`config.mk`:
```
export PLATFORM = sky130hd
export DESIGN_NAME = wbupsz_merge
export DESIGN_NICKNAME = d
export VERILOG_FILES = /design/src/rtl/wbupsz_merge.sv
export SDC_FILE = /design/constraint.sdc
export NUM_CORES = 2
export LEC_CHECK = 0
export ABC_AREA = 1
export CORE_AREA = 4 4 479 481
export DETAILED_ROUTE_END_ITERATION = 6
export DIE_AREA = 0 0 483 485
export GPL_TIMING_DRIVEN = 1
export MAX_ROUTING_LAYER = met4
export PLACE_DENSITY = 0.52
export SYNTH_ARGS = -nofsm -noshare
export SYNTH_HDL_FRONTEND = slang
export SYNTH_SLANG_ARGS = --single-unit
export TNS_END_PERCENT = 50
```
`constraint.sdc`:
```
create_clock -name i_clk -period 4.2 [get_ports i_clk]
set_input_delay 0.42 -clock i_clk [delete_from_list [all_inputs] [get_ports i_clk]]
set_output_delay 0.42 -clock i_clk [all_outputs]
set_load 0.005 [all_outputs]
```
`src/rtl/wbupsz_merge.sv`:
```
// Wishbone pipelined width upsizer with write coalescing and regenerated small acks.
// Define WBUPSZ_MERGE_ERRADDR_EN to capture the small address of a failing request.
module wbupsz_merge #(
    parameter int unsigned ADDRESS_WIDTH     = 28,
    parameter int unsigned WIDE_DW           = 512,
    parameter int unsigned SMALL_DW          = 32,
    parameter int unsigned LGFIFO            = 5,
    parameter bit          OPT_LITTLE_ENDIAN = 1'b0,
    parameter bit          OPT_LOWPOWER      = 1'b0,
    parameter int unsigned MAXMERGE          = WIDE_DW / SMALL_DW
) (
    input  logic                                        i_clk,
    input  logic                                        i_reset,
    input  logic                                        i_scyc,
    input  logic                                        i_sstb,
    input  logic                                        i_swe,
    input  logic [ADDRESS_WIDTH-$clog2(SMALL_DW/8)-1:0] i_saddr,
    input  logic [SMALL_DW-1:0]                         i_sdata,
    input  logic [SMALL_DW/8-1:0]                       i_ssel,
    output logic                                        o_sstall,
    output logic                                        o_sack,
    output logic                                        o_serr,
    output logic [SMALL_DW-1:0]                         o_sdata,
    output logic                                        o_wcyc,
    output logic                                        o_wstb,
    output logic                                        o_wwe,
    output logic [ADDRESS_WIDTH-$clog2(WIDE_DW/8)-1:0]  o_waddr,
    output logic [WIDE_DW-1:0]                          o_wdata,
    output logic [WIDE_DW/8-1:0]                        o_wsel,
    input  logic                                        i_wstall,
    input  logic                                        i_wack,
    input  logic                                        i_werr,
    input  logic [WIDE_DW-1:0]                          i_wdata,
    output logic [ADDRESS_WIDTH-$clog2(SMALL_DW/8)-1:0] o_erraddr
);

    localparam int unsigned RATIO   = WIDE_DW / SMALL_DW;
    localparam int unsigned LGRATIO = $clog2(RATIO);
    localparam int unsigned SAW     = ADDRESS_WIDTH - $clog2(SMALL_DW / 8);
    localparam int unsigned WAW     = ADDRESS_WIDTH - $clog2(WIDE_DW / 8);
    localparam int unsigned SSW     = SMALL_DW / 8;
    localparam int unsigned WSW     = WIDE_DW / 8;
    localparam int unsigned CNTW    = $clog2(MAXMERGE + 1);
    localparam int unsigned CW      = LGFIFO + LGRATIO + 1;
    localparam int unsigned EW      = LGRATIO + CNTW;
    localparam int unsigned DEPTH   = 1 << LGFIFO;

    logic               flush, accept, drain, merge_ok, same_word, read_hold;
    logic               fifo_full, fifo_empty, push, pop;
    logic [LGRATIO-1:0] shift, lane, pop_shift, rd_lane;
    logic [CNTW-1:0]    pop_cnt;
    logic [WIDE_DW-1:0] new_data, merged_data;
    logic [WSW-1:0]     new_sel;

    logic               r_stb, r_we, r_wcyc, r_sack, r_serr;
    logic [WAW-1:0]     r_addr;
    logic [LGRATIO-1:0] r_shift;
    logic [WIDE_DW-1:0] r_data;
    logic [WSW-1:0]     r_sel;
    logic [CNTW-1:0]    r_cnt;
    logic [SMALL_DW-1:0] r_sdata;

    logic [EW-1:0]      fifo_mem [DEPTH];
    logic [LGFIFO-1:0]  wr_ptr, rd_ptr;
    logic [LGFIFO:0]    fill;
    logic [CW-1:0]      extra, extra_d, backlog, backlog_d;

    assign shift    = i_saddr[LGRATIO-1:0];
    assign lane     = OPT_LITTLE_ENDIAN ? shift : ~shift;
    assign new_data = WIDE_DW'(i_sdata) << (lane * SMALL_DW);
    assign new_sel  = WSW'(i_ssel) << (lane * SSW);

    always_comb begin
        merged_data = r_data;
        for (int b = 0; b < int'(WSW); b++) begin
            if (new_sel[b]) merged_data[8*b +: 8] = new_data[8*b +: 8];
        end
    end

    assign fifo_full  = fill[LGFIFO];
    assign fifo_empty = (fill == '0);
    assign o_wstb     = r_stb && !fifo_full;
    assign drain      = o_wstb && !i_wstall;
    assign same_word  = (r_addr == i_saddr[SAW-1:LGRATIO]);
    assign merge_ok   = r_stb && !drain && i_swe && r_we && same_word
                        && (r_cnt < CNTW'(MAXMERGE));
    // A merged write still in the holding register has acks owed too, so reads wait on it.
    assign read_hold  = !i_swe && ((extra != '0) || (backlog != '0)
                        || (r_stb && (r_cnt > CNTW'(1))));
    assign o_sstall   = (r_stb && (fifo_full || i_wstall) && !merge_ok) || read_hold;
    assign accept     = i_scyc && i_sstb && !o_sstall;
    assign flush      = i_reset || !i_scyc || r_serr || (r_wcyc && i_werr);
    assign push       = drain;
    assign pop        = i_wack && r_wcyc && !fifo_empty;
    assign {pop_shift, pop_cnt} = fifo_mem[rd_ptr];
    assign rd_lane    = OPT_LITTLE_ENDIAN ? pop_shift : ~pop_shift;

    always_ff @(posedge i_clk) begin
        if (flush) begin
            r_stb   <= 1'b0;
            r_we    <= 1'b0;
            r_addr  <= '0;
            r_shift <= '0;
            r_data  <= '0;
            r_sel   <= '0;
            r_cnt   <= '0;
        end else if (accept && !merge_ok) begin
            r_stb   <= 1'b1;
            r_we    <= i_swe;
            r_addr  <= i_saddr[SAW-1:LGRATIO];
            r_shift <= shift;
            r_data  <= new_data;
            r_sel   <= new_sel;
            r_cnt   <= CNTW'(1);
        end else if (accept) begin
            r_data  <= merged_data;
            r_sel   <= r_sel | new_sel;
            r_cnt   <= r_cnt + CNTW'(1);
        end else if (drain) begin
            r_stb   <= 1'b0;
        end
    end

    always_ff @(posedge i_clk) begin
        if (push) fifo_mem[wr_ptr] <= {r_shift, r_cnt};
    end

    always_ff @(posedge i_clk) begin
        if (flush) begin
            wr_ptr <= '0;
            rd_ptr <= '0;
            fill   <= '0;
        end else begin
            if (push) wr_ptr <= wr_ptr + 1'b1;
            if (pop)  rd_ptr <= rd_ptr + 1'b1;
            if (push && !pop)      fill <= fill + 1'b1;
            else if (!push && pop) fill <= fill - 1'b1;
        end
    end

    // Popped merge counts move from "in flight" to "owed as regenerated acks".
    always_comb begin
        extra_d   = extra;
        backlog_d = backlog;
        if (push) extra_d = extra_d + CW'(r_cnt) - CW'(1);
        if (pop) begin
            extra_d   = extra_d - CW'(pop_cnt) + CW'(1);
            backlog_d = backlog + CW'(pop_cnt) - CW'(1);
        end else if (backlog != '0) begin
            backlog_d = backlog - CW'(1);
        end
    end

    always_ff @(posedge i_clk) begin
        if (flush) begin
            extra   <= '0;
            backlog <= '0;
            r_sack  <= 1'b0;
            r_wcyc  <= 1'b0;
            r_sdata <= '0;
        end else begin
            extra   <= extra_d;
            backlog <= backlog_d;
            r_sack  <= pop || (backlog != '0);
            if (accept) r_wcyc <= 1'b1;
            if (pop)               r_sdata <= i_wdata[rd_lane*SMALL_DW +: SMALL_DW];
            else if (OPT_LOWPOWER) r_sdata <= '0;
        end
    end

    always_ff @(posedge i_clk) begin
        if (i_reset || !i_scyc) r_serr <= 1'b0;
        else                    r_serr <= r_wcyc && i_werr;
    end

    assign o_sack  = r_sack;
    assign o_serr  = r_serr;
    assign o_sdata = r_sdata;
    assign o_wcyc  = r_wcyc;
    assign o_wwe   = r_we;
    assign o_waddr = r_addr;
    assign o_wdata = (OPT_LOWPOWER && !o_wstb) ? '0 : r_data;
    assign o_wsel  = (OPT_LOWPOWER && !o_wstb) ? '0 : r_sel;

`ifdef WBUPSZ_MERGE_ERRADDR_EN
    logic [WAW-1:0] afifo [DEPTH];
    logic [SAW-1:0] r_erraddr;
    logic           r_errclr;

    always_ff @(posedge i_clk) begin
        if (push) afifo[wr_ptr] <= r_addr;
    end

    // The captured address survives the cycle drop; only a fresh request clears it.
    always_ff @(posedge i_clk) begin
        if (i_reset) begin
            r_erraddr <= '0;
            r_errclr  <= 1'b0;
        end else begin
            if (r_wcyc && i_werr && !fifo_empty) r_erraddr <= {afifo[rd_ptr], pop_shift};
            else if (accept && r_errclr)         r_erraddr <= '0;
            if (!i_scyc)     r_errclr <= 1'b1;
            else if (accept) r_errclr <= 1'b0;
        end
    end

    assign o_erraddr = r_erraddr;
`else
    assign o_erraddr = '0;
`endif

endmodule
```
# Yosys cells after proc, flatten, opt, wreduce, memory -nomap -nowiden
# Memory sizes are Yosys's and may differ from the RTL's. A register that Yosys moved wholly into a read port is not among the register bits.
# Cells that the tools add are included.
dict set report classes {
  addsub 12
  mul 0
  div 0
  magnitude_cmp 2
  n_eq_ne 2
  shifts 3
  mux 83
  bitwise 3
  reduce_logical 173
}
# operator n
set ops {}
lappend ops {{512-bit 2-to-1 mux} 2}
lappend ops {{8-bit 2-to-1 mux} 64}
lappend ops {{512-bit by 10-bit variable part select with 32-bit output} 1}
lappend ops {{32-bit by 9-bit left shift with 512-bit output} 1}
lappend ops {{2-bit nonzero test} 68}
lappend ops {{2-bit AND reduction} 65}
lappend ops {{64-bit 2-to-1 mux} 2}
lappend ops {{64-bit OR} 1}
lappend ops {{4-bit by 6-bit left shift with 64-bit output} 1}
lappend ops {{10-bit 2-to-1 mux} 4}
lappend ops {{10-bit by 1-bit subtractor with 10-bit output, second input constant} 3}
lappend ops {{22-bit equality test} 1}
lappend ops {{10-bit by 5-bit adder with 10-bit output} 2}
lappend ops {{10-bit nonzero test} 2}
lappend ops {{1-bit logical AND} 19}
lappend ops {{5-bit by 1-bit adder with 5-bit output, second input constant} 3}
lappend ops {{6-bit 2-to-1 mux} 2}
lappend ops {{10-bit by 1-bit adder with 10-bit output, second input constant} 1}
lappend ops {{5-bit 2-to-1 mux} 2}
lappend ops {{10-bit by 5-bit subtractor with 10-bit output} 1}
lappend ops {{1-bit logical NOT} 9}
lappend ops {{1-bit logical OR} 8}
lappend ops {{4-bit NOT} 2}
lappend ops {{1-bit 2-to-1 mux} 7}
lappend ops {{7 further kinds} 7}
dict set report word_totals {
  register_bits 680
  latch_bits 0
  mem_bits_rw 288
  rom_bits 0
  inputBits 582
  output_inout_bits 662
  word_cells 359
  n_memories 1
}
# name words width read_ports rd_ports_with_merged_regs write_ports line
set mem_list {}
lappend mem_list {fifo_mem 32 9 1 1 1 63} ;# logic [EW-1:0] fifo_mem [DEPTH];

# Longest topological paths before layout
dict set report depth {
  ltp_word 17
  ltp_mapped 28
  depth_no_buf 24
}

# Least setup slack after synthesis
# No wires, ideal clock.
dict set report synth_timing {
  path_kind {register to register}
  startpoint {register r_cnt[1]}
  endpoint {register extra[8]}
  arrival_ns 3.902
  t_required_ns 4.072
  slack_ns 0.169
  path_stages_with_launch 21
  n_path_buf 0
  period_less_slack_ns 4.031
  cell_sequence {dfxtp_1 -> inv_1 -> ha_1 -> inv_1 -> ha_1 -> inv_1 -> fa_1 -> inv_1 -> o21ai_0 -> inv_1 -> ha_1 -> ha_1 -> nand2_1 -> nand2_1 -> a21oi_1 -> o21ai_0 -> a21oi_1 -> or2_2 -> o21ai_0 -> xor2_1 -> a21oi_1}
}
dict set report synth_via {
  elab_chain_cells 6
}
# element line
set synth_rtl {}
lappend synth_rtl {{from (decl)} 60} ;# logic [CNTW-1:0] r_cnt;
lappend synth_rtl {{from (signal assigned)} 118} ;# r_cnt <= r_cnt + CNTW'(1);
lappend synth_rtl {{10-bit by 5-bit adder with 10-bit output (*)} 145} ;# if (push) extra_d = extra_d + CW'(r_cnt) - CW'(1);
lappend synth_rtl {{10-bit by 1-bit subtractor with 10-bit output (*)} 145}
lappend synth_rtl {{10-bit 2-to-1 mux (*)} 145}
lappend synth_rtl {{10-bit by 5-bit subtractor with 10-bit output} 147} ;# extra_d = extra_d - CW'(pop_cnt) + CW'(1);
lappend synth_rtl {{10-bit by 1-bit adder with 10-bit output} 147}
lappend synth_rtl {{10-bit 2-to-1 mux (*)} 146} ;# if (pop) begin
lappend synth_rtl {{to (signal assigned)} 162} ;# extra <= extra_d;
lappend synth_rtl {{to (decl)} 66} ;# logic [CW-1:0] extra, extra_d, backlog, backlog_d;
# Mark *: on every way between the ends. The rest lies on a longest branch, timed or not.
# A chain may end at the register's enable or synchronous reset.

==> Flow_metrics.wiki <==
{| class="wikitable"
! Metric !! Value
|-
| FF-to-FF End || o_sdata[21]$_SDFFE_PP0P_
|-
| Crit path required time || just under 5 ns
|-
| Number of clock buffers inserted by TritonCTS || ~120
|-
| WL per Instance || roughly 26 um
|-
| Cell count of the worst reg-to-reg path || 17
|-
| Type of the most critical hold path || input port to register
|-
| Mean instance size in the synthesized netlist || 7.242 um^2
|-
| Initial antenna violation count || 27
|-
| Hold_buf cts || 0
|-
| Core Region || ~220,000 um^2
|-
| Setup repair after global routing missed its margin || yes
|-
| Worst Hold Path Cells || 4
|-
| Data arrival time of the worst path || ~4.6 ns
|-
| Largest driver fanout on the critical path || between 60 and 70
|-
| TritonRoute pass-1 iters || 6
|-
| Number of distinct library cells after synthesis || 52
|-
| Std-Cell Rows || around 170
|-
| PwrDens || around 360 nW/um^2
|-
| Final ANT Viol Nets || 0
|-
| Clk pin slew, worst setup/hold paths || around 0.060 ns
|-
| Status || finished, final reports clean
|-
| Launch instance of the worst min-delay path || i_saddr[3]
|-
| Post-place instance area || between 60,000 and 70,000 um^2
|-
| Number of synthesis warnings || 0
|-
| Wire length of the first global-routing pass || ~390,000 um
|-
| Post-route cell area || approximately 70,000 um^2
|-
| Pin count of the biggest net entering global routing || ~160
|-
| Number of buffers added on ports || around 1,200
|-
| Slowest library cell on the worst path || buf_4
|-
| Post-synthesis cell count || between 6,000 and 7,000
|-
| Crit path capture type || register
|-
| Number of clock sinks || around 970
|-
| Summed instance area of the synthesized netlist || ~50,000 um^2
|-
| Die area || 234,300 um^2
|-
| Buffers inserted during post-CTS setup optimization || 0
|-
| CTS resizes || 0
|-
| Post-synth top flop || dfxtp_1
|-
| Clock tree root buffer cell || clkbuf_16
|-
| Clock tree from TritonCTS || built
|-
| Later-pin clock latency in the skew report || 0.78 ns
|-
| DRC errors left || 0
|-
| Sequential-to-total area share from yosys stat || a little under half
|-
| Ratio of routed vias to standard cells || 4.854
|-
| Largest stage delay on the critical path || between 0.5 and 0.6 ns
|-
| Maximum clock frequency || around 250 MHz
|-
| Number of hold violations in the final report || 0
|-
| Drt initial violations || about 5,200
|-
| Worst-path cell chain || buf_4, buf_4, or2_2, nand3_1, nand2_1, nand2_1, nand3_1, nand2_1, nand2_1, nand2_4, buf_12, nand3_1, nand3_1, nand3_1, nand3_1, nand2_1, inv_1
|-
| Vias in the first global route || 51,254
|-
| Remaining global-route overflow || 0
|-
| DRT Wirelength || ~280,000 um
|-
| Standby leakage power || 26.25 nW
|-
| Weighted congestion at the end of routability-driven global placement || 0.9796
|-
| Fraction of final layout cells sized beyond drive strength 1 || between 6 and 7%
|-
| Ports placed on the boundary || roughly 1,200
|-
| Critical path startpoint category || register
|-
| Setup Skew || roughly 0.085 ns
|-
| Setup violators final || 0
|-
| Setup CP Type || register to register
|-
| Number of enable-type register cells in the synthesized netlist || ~290
|-
| DIE WIDTH || approximately 480 um
|-
| GR Util All Layers || 23.62%
|-
| Effective utilization at floorplan || between 20% and 30%
|-
| Max IR drop VDD || about 0.38 mV
|-
| Maximum buffer depth of the clock tree || 3
|-
| Maximum level of the CTS H-tree || 3
|-
| Die outline height || approximately 490 um
|-
| Count of vias placed by the detailed router || roughly 54,000
|-
| Max_slew headroom || between 10% and 20%
|-
| HPWL after detailed placement || 213,700 um
|-
| Final count of pins violating max slew || 0
|-
| Minimum clock period after layout || ~4 ns
|-
| Critical Path Most Common Cell || nand3_1
|-
| Fraction of registers with async set/reset || 0%
|-
| MaxCap Viol Count || 0
|-
| Transition time of the tightest slew-check pin || 1.329 ns
|-
| Flops & latches, synth || approximately 970
|-
| Area growth from synthesis to layout || 41.33%
|-
| Period Utilization, post-route || 95.01%
|-
| Internal reg-to-reg setup slack || between 0.2 and 0.25 ns
|-
| Util after Layout || between 30% and 40%
|-
| Layout Nets || approximately 8,600
|-
| WHS Endpoint || o_wdata[499]$_SDFFE_PP0P_
|}
logic make-up after synthesis:
kind of cell,after synthesis,synth area share [%]
and+or+nand+nor,3907,34.67
other,1,0.007556
buffers and inverters,961,8.141
DFF,973,45.06
AOI/OAI and AO/OA,912,9.858
xor gates and xnor gates,38,0.6706
adders and majority gates,61,1.598
layout by cell type (no fill, tap or decap), types with 26 or more instances in the layout:
cell	instances
a21oi_1	537
buf_12	40
buf_4	249
clkbuf_16	118
clkdlybuf4s50_1	1213
conb_1	26
dfxtp_1	684
edfxtp_1	288
ha_1	57
inv_1	391
nand2_1	1627
nand3_1	1093
nand3b_1	128
nand4_1	177
nor2_1	744
nor3_1	93
o21ai_0	254
xnor2_1	29
area by class of cell:
type	instances	area [um^2]
diodes	18	45.04
clock buffers	154	3248
clock inverters	59	880.8
fillers	24021	154500
inverters	404	1555
multi-input cells	4944	23440
flip-flops and latches	973	22370
well taps	2992	3744
repair buffers	1506	14860
state kept, by name (all words and copies together) (netlist names), 4 cells and up, named ones only:
signal,flops
backlog,10
extra,10
fifo_mem,288
fill,6
o_sdata,32
o_waddr,22
o_wdata,512
o_wsel,64
r_cnt,5
r_shift,4
rd_ptr,5
wr_ptr,5
critical path: cells and delay by family (launching register included):
family	cells	cell delay (ns)
flip-flops	1	0.48
buffers and inverters	4	1.25
AND/OR/NAND/NOR	13	1.95
routing by layer:
metal / routed length [um] / share of wire (%) / track usage [%] / vias to the layer above
li1: - / - / - / 25112
met1: 110600 / 39 / 27.37 / 25656
met2: 139400 / 49 / 40.14 / 2442
met3: 20510 / 7.2 / 4.418 / 426
met4: 13510 / 4.8 / 9.709 / 0
met5: 0 / 0 / - / -
through the flow:
step	power (W)	setup slack (ns)	hold slack [ns]	cells	setup TNS, ns
final	0.02520	0.2094	0.1963	11050	0
after global routing	0.02619	-0.01423	0.1839	11047	-0.01423
after CTS	0.02548	0.2047	0.1085	11032	0
after detailed placement	0.01445	0.2235	0.4409	10819	0
after global placement	0.01445	0.07105	0.4422	10819	0
after floorplan	0.01236	0.1692	0.4453	6878	0
synth_stat cells, types with 60 or more instances:
| master | instances | area (um^2) |
|---|---|---|
| nand2_1 | 1629 | 6115 |
| buf_4 | 64 | 480.5 |
| dfxtp_1 | 685 | 13710 |
| clkbuf_1 | 314 | 1179 |
| o21ai_0 | 257 | 1286 |
| buf_1 | 60 | 225.2 |
| nor2_1 | 747 | 2804 |
| edfxtp_1 | 288 | 8648 |
| nor3_1 | 95 | 475.5 |
| nand3_1 | 1095 | 5480 |
| nand4_1 | 177 | 1107 |
| a21oi_1 | 540 | 2703 |
| inv_1 | 396 | 1486 |
| nand3b_1 | 128 | 960.9 |
| buf_2 | 112 | 560.5 |
power breakdown:
| group | internal (W) | total (W) | switching (W) |
|---|---|---|---|
| clock | 0.00640 | 0.0109 | 0.00453 |
| sequential | 0.00975 | 0.00985 | 0.0000942 |
| combinational | 0.00158 | 0.00442 | 0.00284 |
| total | 0.0177 | 0.0252 | 0.00746 |
worst max-delay path by stage:
| stage | to |
|---|---|
| final | o_sdata[21]$_SDFFE_PP0P_ |
| after global routing | backlog[9]$_SDFFE_PP0P_ |
| after CTS | backlog[9]$_SDFFE_PP0P_ |
| after detailed placement | backlog[9]$_SDFFE_PP0P_ |
| after global placement | backlog[9]$_SDFFE_PP0P_ |
| after floorplan | extra[8]$_SDFF_PP0_ |
(Power assumes the default switching activity.)
